--- config.mk ---
export PLATFORM = sky130hd
export DESIGN_NAME = uart_tx_arbiter
export DESIGN_NICKNAME = d
export VERILOG_FILES = /design/src/rtl/uart_tx_arbiter.sv
export SDC_FILE = /design/constraint.sdc
export NUM_CORES = 1
export LEC_CHECK = 0
export BUFFER_PORTS_ARGS = -buffer_cell sky130_fd_sc_hd__buf_2
export CORE_MARGIN = 4
export CORE_UTILIZATION = 41
export CTS_BUF_LIST = sky130_fd_sc_hd__clkbuf_4 sky130_fd_sc_hd__clkbuf_8 sky130_fd_sc_hd__clkbuf_16
export DETAILED_ROUTE_END_ITERATION = 8
export GPL_ROUTABILITY_DRIVEN = 0
export PLACE_DENSITY = 0.69
export SYNTH_ARGS = -nofsm -noshare
export SYNTH_HDL_FRONTEND = slang
export SYNTH_SLANG_ARGS = --single-unit
--- constraint.sdc ---
create_clock -name sys_clk_i -period 2.1 [get_ports sys_clk_i]
set_input_delay 0.105 -clock sys_clk_i [delete_from_list [all_inputs] [get_ports sys_clk_i]]
set_output_delay 0.105 -clock sys_clk_i [all_outputs]
set_load 0.1 [all_outputs]
--- src/rtl/uart_tx_arbiter.sv ---
// -----------------------------------------------------------------------------
// uart_tx_arbiter
//
// Shares a single UART transmitter between NREQ byte producers using a
// round-robin policy. The winning byte is latched at grant time, the write
// strobe is held for WR_HOLD cycles, the UART busy flag is tracked through
// the frame, and the owner receives a one-cycle acknowledge when the frame
// has completed.
//
// Optional feature (compile-time macro UART_ARB_TIMEOUT_EN):
//   When defined, a watchdog counts cycles spent in WAIT_BUSY / WAIT_DONE.
//   Reaching TIMEOUT cycles forces the ACK state and sets the sticky err_o.
//   When undefined, the FSM waits indefinitely and err_o is constant 0.
//
// Parameters:
//   NREQ     number of requesters (2..8)
//   WR_HOLD  cycles uart_wr_o stays high per transfer (>= 1)
//   TIMEOUT  watchdog limit in cycles (watchdog builds only)
//
// Ports:
//   sys_clk_i    in   1       system clock
//   sys_rst_i    in   1       asynchronous active-high reset
//   req_i        in   NREQ    bit i high: requester i has a byte pending
//   req_dat_i    in   8*NREQ  byte of requester i on bits [8i+7:8i]
//   grant_o      out  NREQ    one-hot current owner, 0 when idle
//   ack_o        out  NREQ    one-cycle pulse when owner's transfer completes
//   uart_wr_o    out  1       write strobe to the UART
//   uart_dat_o   out  8       byte to the UART
//   uart_busy_i  in   1       UART busy flag
//   err_o        out  1       sticky watchdog error
// -----------------------------------------------------------------------------
module uart_tx_arbiter #(
  parameter int NREQ    = 4,
  parameter int WR_HOLD = 10,
  parameter int TIMEOUT = 8192
) (
  input  logic              sys_clk_i,
  input  logic              sys_rst_i,
  input  logic [NREQ-1:0]   req_i,
  input  logic [8*NREQ-1:0] req_dat_i,
  output logic [NREQ-1:0]   grant_o,
  output logic [NREQ-1:0]   ack_o,
  output logic              uart_wr_o,
  output logic [7:0]        uart_dat_o,
  input  logic              uart_busy_i,
  output logic              err_o
);

  localparam int PW = $clog2(NREQ);
  localparam int HW = $clog2(WR_HOLD + 1);

  localparam logic [2:0] ST_IDLE      = 3'd0;
  localparam logic [2:0] ST_LOAD      = 3'd1;
  localparam logic [2:0] ST_WAIT_BUSY = 3'd2;
  localparam logic [2:0] ST_WAIT_DONE = 3'd3;
  localparam logic [2:0] ST_ACK       = 3'd4;

  logic [2:0]      r_state;
  logic [PW-1:0]   r_ptr;
  logic [PW-1:0]   r_owner;
  logic [NREQ-1:0] r_grant;
  logic [NREQ-1:0] r_ack;
  logic            r_wr;
  logic [7:0]      r_dat;
  logic [HW-1:0]   r_hold_cnt;

  logic [7:0]      w_bytes [NREQ];
  logic            w_found;
  logic [PW-1:0]   w_sel;
  logic [NREQ-1:0] w_sel_onehot;
  logic [PW-1:0]   w_ptr_next;

  // Unpack the flat data bus into one byte per requester.
  generate
    for (genvar gi = 0; gi < NREQ; gi++) begin : g_bytes
      assign w_bytes[gi] = req_dat_i[8*gi +: 8];
    end
  endgenerate

  // Round-robin search: first requester at or after the pointer, wrapping.
  always_comb begin
    int idx;
    w_found = 1'b0;
    w_sel   = '0;
    for (int k = 0; k < NREQ; k++) begin
      idx = int'(r_ptr) + k;
      if (idx >= NREQ) idx = idx - NREQ;
      if (!w_found && req_i[idx]) begin
        w_found = 1'b1;
        w_sel   = PW'(idx);
      end
    end
  end

  always_comb begin
    w_sel_onehot        = '0;
    w_sel_onehot[w_sel] = 1'b1;
  end

  assign w_ptr_next = (r_owner == PW'(NREQ - 1)) ? '0 : r_owner + 1'b1;

`ifdef UART_ARB_TIMEOUT_EN
  localparam int WDW = $clog2(TIMEOUT + 1);
  logic [WDW-1:0] r_wd_cnt;
  logic           r_err;
  logic           w_wd_expired;
  assign w_wd_expired = (r_wd_cnt == WDW'(TIMEOUT - 1));
  assign err_o        = r_err;
`else
  // TIMEOUT only matters for watchdog builds; this expression is constant 0.
  assign err_o = (TIMEOUT < 0);
`endif

  always_ff @(posedge sys_clk_i or posedge sys_rst_i) begin
    if (sys_rst_i) begin
      r_state    <= ST_IDLE;
      r_ptr      <= '0;
      r_owner    <= '0;
      r_grant    <= '0;
      r_ack      <= '0;
      r_wr       <= 1'b0;
      r_dat      <= '0;
      r_hold_cnt <= '0;
`ifdef UART_ARB_TIMEOUT_EN
      r_wd_cnt   <= '0;
      r_err      <= 1'b0;
`endif
    end else begin
      r_ack <= '0;
      case (r_state)
        ST_IDLE: begin
          if (w_found && !uart_busy_i) begin
            r_grant    <= w_sel_onehot;
            r_owner    <= w_sel;
            r_dat      <= w_bytes[w_sel];
            r_wr       <= 1'b1;
            r_hold_cnt <= '0;
            r_state    <= ST_LOAD;
          end
        end
        ST_LOAD: begin
          // The strobe already went high on the grant edge, so it drops
          // once WR_HOLD-1 further cycles have been counted.
          if (r_hold_cnt == HW'(WR_HOLD - 1)) begin
            r_wr    <= 1'b0;
            r_state <= ST_WAIT_BUSY;
`ifdef UART_ARB_TIMEOUT_EN
            r_wd_cnt <= '0;
`endif
          end else begin
            r_hold_cnt <= r_hold_cnt + 1'b1;
          end
        end
        ST_WAIT_BUSY: begin
`ifdef UART_ARB_TIMEOUT_EN
          if (w_wd_expired) begin
            r_err   <= 1'b1;
            r_state <= ST_ACK;
          end else if (uart_busy_i) begin
            r_wd_cnt <= '0;
            r_state  <= ST_WAIT_DONE;
          end else begin
            r_wd_cnt <= r_wd_cnt + 1'b1;
          end
`else
          if (uart_busy_i) r_state <= ST_WAIT_DONE;
`endif
        end
        ST_WAIT_DONE: begin
`ifdef UART_ARB_TIMEOUT_EN
          if (w_wd_expired) begin
            r_err   <= 1'b1;
            r_state <= ST_ACK;
          end else if (!uart_busy_i) begin
            r_state <= ST_ACK;
          end else begin
            r_wd_cnt <= r_wd_cnt + 1'b1;
          end
`else
          if (!uart_busy_i) r_state <= ST_ACK;
`endif
        end
        ST_ACK: begin
          r_ack   <= r_grant;
          r_grant <= '0;
          r_dat   <= '0;
          r_wr    <= 1'b0;
          r_ptr   <= w_ptr_next;
          r_state <= ST_IDLE;
        end
        default: r_state <= ST_IDLE;
      endcase
    end
  end

  assign grant_o    = r_grant;
  assign ack_o      = r_ack;
  assign uart_wr_o  = r_wr;
  assign uart_dat_o = r_dat;

endmodule

# Word-level counts from Yosys, hierarchy flattened
# Cells that the tools add are included.
# Widths: inputs -> output; s select.
[word_totals]
regBits = 28
in_bits = 39
elab_cells = 104
[op_classes]
eq_ne = 11
bitwise = 1
add_sub_neg = 9
n_reduce_logical = 18
n_mux = 46
magnitude_cmp = 11
[ops]
columns = ["op", "n"]
rows = [
  ["$lt 32x4->1 const B", 4],
  ["$mux 32", 4],
  ["$mux 8", 3],
  ["$bmux 8 s2", 1],
  ["$mux 4", 4],
  ["$pmux 4 s2", 2],
  ["$pmux 8 s2", 1],
  ["$mux 1", 15],
  ["$ge 3x3->1 const B", 4],
  ["$mux 3", 4],
  ["$pmux 3 s4", 1],
  ["$sub 3x3->4 const B", 3],
  ["$mux 2", 5],
  ["$ne 2x2->1 const B", 5],
  ["$bmux 1 s2", 4],
  ["$add 2x2->3 const B", 2],
  ["$eq 3x2->1 const B", 2],
  ["$reduce_and 3->1", 2],
  ["$logic_and 1x1->1", 5],
  ["$add 4x1->4 const B", 1],
  ["$eq 4x4->1 const B", 1],
  ["$logic_not 1->1", 4],
  ["$reduce_and 2->1", 2],
  ["$reduce_and 4->1", 1],
  ["15 further kinds", 16],
]

# Depth between registers and ports, before layout
[logic_depth]
depth_word = 21
ltp_mapped = 7

# Least setup slack after synthesis
# OpenSTA, ideal clock, no wires.
[synth_timing]
path_type = "register -> register"
from = "reg r_ptr[0]"
to = "reg r_dat[0] (netlist: uart_dat_o[0])"
setup_ns = 0.139
synth_period_minus_slack_ns = 1.454
path_slack_ns = 0.646
arrival_time_ns = 1.315
stages_incl_launch_ff = 8
t_required_ns = 1.961
path_cell_list = "dfrtp_1 -> nor2b_1 -> o21ai_1 -> nor3b_2 -> buf_6 -> buf_12 -> mux2i_1 -> o221ai_1"
[synth_between]
elab_chain_cells = 21
elab_cells_between_ends = 50
[synth_rtl]
columns = ["element", "line", "text"]
rows = [
  ["start: declaration", "59", "logic [PW-1:0] r_ptr;"],
  ["start signal: assignment", "188", "r_ptr <= w_ptr_next;"],
  ["parallel branches: the longest is 21 deep, another holds $sub 3x3->4", "-", ""],
  ["end signal: assignment", "135", "r_dat <= w_bytes[w_sel];"],
  ["end: declaration", "64", "logic [7:0] r_dat;"],
]
# Parallel ways; which one is timed is not known. The select of a mux whose other input is x is not followed.
# A chain may end at the register's enable or synchronous reset.

# Final worst setup path
[layout_timing]
from = "reg r_ptr[0]"
to = "reg r_dat[1] (netlist: uart_dat_o[1])"
# Same word-level chain as after synthesis.

==> key figures <==
Place
  – Placed Cells incl. Taps: 238
  – Post-place setup slack: 0.359 ns
  – DP Area: around 1800 um2
  – PortBufs: 55
  – Detail Placement HPWL: 2.68 mm

Detailed routing
  – 1st-iter DRT viols: 48
  – Residual DRC: 0
  – Vias per inst: between 5 and 6
  – WL/cell: 14.0 um
  – Antenna Nets Post-Route: 0
  – Pre-antenna DRT Iters: 4
  – DR vias: 1281
  – Drt total wl: between 3 and 4 mm

Timing
  – Post-layout min period: 1.75 ns
  – FMAX: 0.571 GHz
  – Worst-margin pin slew: 0.522 ns
  – Slew Viols, Final: 0
  – Fin Setup TNS: 0 ns
  – Final Hold Viols: 0
  – Skew final: around 0.0011 ns
  – Hold_ws: 0.0865 ns
  – Unrepaired setup endpoints after global routing: false
  – Setup violators final: 0
  – Fin crit share: 83.3%
  – Final setup margin: 0.350 ns
  – Slew HR: 65.0%

Clock network
  – Clock slew at reported path FFs: 0.14 ns
  – CTS Buf Count: 3
  – Clock Sinks: 28
  – Clock tree buffer depth: 2
  – Post-CTS setup buffer count: 0
  – Clk Latency, worst-skew pair: 0.31 ns
  – Htree depth: 1
  – Clock Tree Root: clkbuf_4
  – CTS tree: done

Status
  – Outcome: complete, no violations

Synthesis
  – Synth Register Bits: 28
  – Post-Syn Area: 1460 um2
  – Mux cell area share after synthesis: 11.7%
  – Post-Syn Nets: 182
  – Register area share after synthesis: between 40% and 50%
  – Post-Synth Adder-Cell Area: roughly 2.6%
  – Syn avg cell area: 10.4 um2
  – Synth Area in Simple Gates: 15.9%
  – Compound-gate portion of the synthesized area: 15.3%
  – Yosys warns: 0
  – Synth Instances: 140
  – Post-synthesis xor/xnor area fraction: 1.20%
  – Largest family of logic cells by synthesized area: simple AND/OR/NAND/NOR gates
  – Library cells used by synthesis: 39

Worst setup path
  – Worst Path Required: 2.29 ns
  – CP Launch Type: flip-flop
  – Crit path DAT: between 1.5 and 2 ns
  – CP Capture Type: flip-flop
  – Top fanout value on the critical path: 18
  – Critical path class: reg2reg

Die
  – Core footprint: 3390 um2
  – Die area: 4580 um2
  – Initial Utilization: 43.1%
  – Die H: 67.7 um
  – I/O pins: 57
  – FP Rows: 21
  – Die width: 67.7 um

Layout
  – # fillers: between 300 and 400
  – Layout Utilization: 53.5%
  – Layout cells sized above 1: 33.0%
  – Most frequent cells in the layout: 55 x buf_2, 28 x dfrtp_1, 20 x nand2_1
  – Commonest non-fill, non-tap cell in the layout: buf_2
  – Area delta synth->final: 24.1%
  – Ant diodes: 0
  – Final instance area: 1810 um2
  – Non-Filler Instances: 243
  – Nets: 241

GRT
  – GR Util met2: 27.0%
  – Met3 GRT Util: under 10%
  – First-pass GRT wire length: 5.24 mm
  – Remaining Overflow, GRT: 0
  – Initial antenna violation count: 0
  – Routing usage on met1: 17.8%
  – Vias in the first global route: 1199
  – Overall routing resource usage: 14.9%
  – Largest net degree at the start of global routing: 29
  – Grt peak-use layer: met2

Power and ir drop
  – Leak: 0.962 nW
  – Worst vdd ir: 0.843 mV
  – Power per cell area: 1570 nW/um2
  – Total power: approximately 2.8 mW

Run
  – # Max-Cap Violations: 0

Min path
  – Hold crit path type: in2reg
[repair_timing]
item	CTS	global route
hold buffers	2	0
endpoints found under the hold margin	29	0
gates resized for setup	0	0
[path summary, 6_finish.rpt]
kind                               start  slack [ns]       endpoint  cells after the start
setup / recovery                r_ptr[0]        0.35  uart_dat_o[1]                      6
hold / removal             req_dat_i[23]        0.09  uart_dat_o[7]                      3
setup reg to reg                r_ptr[0]        0.35  uart_dat_o[1]                      6
hold reg to reg            uart_dat_o[4]        0.50  uart_dat_o[4]                      2
max in group asynchronous      sys_rst_i        1.47       ack_o[1]                      4
min in group asynchronous      sys_rst_i        0.38     grant_o[0]                      4
[where the power goes]
group | internal (mW) | total (mW) | switching [mW]
Sequential | 0.740 | 0.903 | 0.164
Combinational | 0.427 | 1.73 | 1.30
Clock | 0.0670 | 0.210 | 0.143
Total | 1.23 | 2.84 | 1.61
[cell type report]
| type | count | area (um2) | area share [%] |
|---|---|---|---|
| clock buffers | 3 | 22.5 | 1.24 |
| inverters | 6 | 22.5 | 1.24 |
| multi-input cells | 100 | 693 | 38.2 |
| flip-flops and latches | 28 | 701 | 38.6 |
| well taps | 46 | 57.6 | 3.17 |
| repair buffers | 60 | 318 | 17.5 |
[synthesized netlist by cell type]
cell type / instances / area share (%)
nor3b_1: 1 / 0.51
dfrtp_1: 28 / 48
and3_1: 4 / 1.7
nor3b_2: 1 / 0.86
nor2_1: 5 / 1.3
buf_12: 1 / 1.4
nand3_1: 3 / 1.0
inv_1: 6 / 1.5
conb_1: 1 / 0.26
o21ai_1: 2 / 0.68
nand2b_1: 2 / 0.86
o211a_1: 1 / 0.68
a21o_1: 1 / 0.51
nand2_1: 20 / 5.1
and3b_1: 1 / 0.60
o31ai_1: 4 / 2.1
mux2i_1: 16 / 11
xnor2_1: 1 / 0.60
nand4_1: 1 / 0.43
nand3b_1: 1 / 0.51
o21ai_0: 6 / 2.1
buf_4: 1 / 0.51
and4b_1: 1 / 0.68
xor2_1: 1 / 0.60
nor4_1: 1 / 0.43
clkbuf_1: 2 / 0.51
o221ai_1: 8 / 4.8
buf_6: 1 / 0.77
or3b_1: 1 / 0.60
mux2_2: 1 / 0.77
a22oi_1: 1 / 0.51
a22o_1: 2 / 1.2
a21oi_2: 1 / 0.60
nor2b_1: 2 / 0.86
ha_1: 3 / 2.6
a21oi_1: 5 / 1.7
buf_2: 1 / 0.34
nor2_2: 1 / 0.43
o211ai_1: 1 / 0.51
[kinds of logic (layout without fill, tap and decap cells)]
| kind of cell | count (synthesis) | count (layout) |
|---|---|---|
| other | 1 | 1 |
| multiplexers | 17 | 17 |
| AO/OA/AOI/OAI | 32 | 32 |
| adder cells (fa/ha/maj) | 3 | 3 |
| AND/OR/NAND/NOR | 45 | 45 |
| XOR/XNOR | 2 | 2 |
| flip-flops | 28 | 28 |
| buffers and inverters | 12 | 69 |
[registers in the layout, indices dropped and copies added, names as in the netlist]
name,flops
r_state,3
r_owner,2
uart_wr_o,1
r_ptr,2
grant_o,4
ack_o,4
r_hold_cnt,4
uart_dat_o,8
[layer usage]
layer / vias to the layer above / part of all wire [%]
met3: 4 / 3.9
met1: 624 / 41
met4: 0 / 1.7
li1: 620 / -
met5: - / 0
met2: 33 / 53
[worst max-delay path, cell delays in order, from the launching register on]
cell	delay, ns
dfrtp_1	0.43
nor2b_1	0.08
o21ai_1	0.22
nor3b_4	0.21
buf_4	0.30
mux2i_1	0.24
o221ai_1	0.13
No activity file was read; power rests on OpenSTA's default activity.
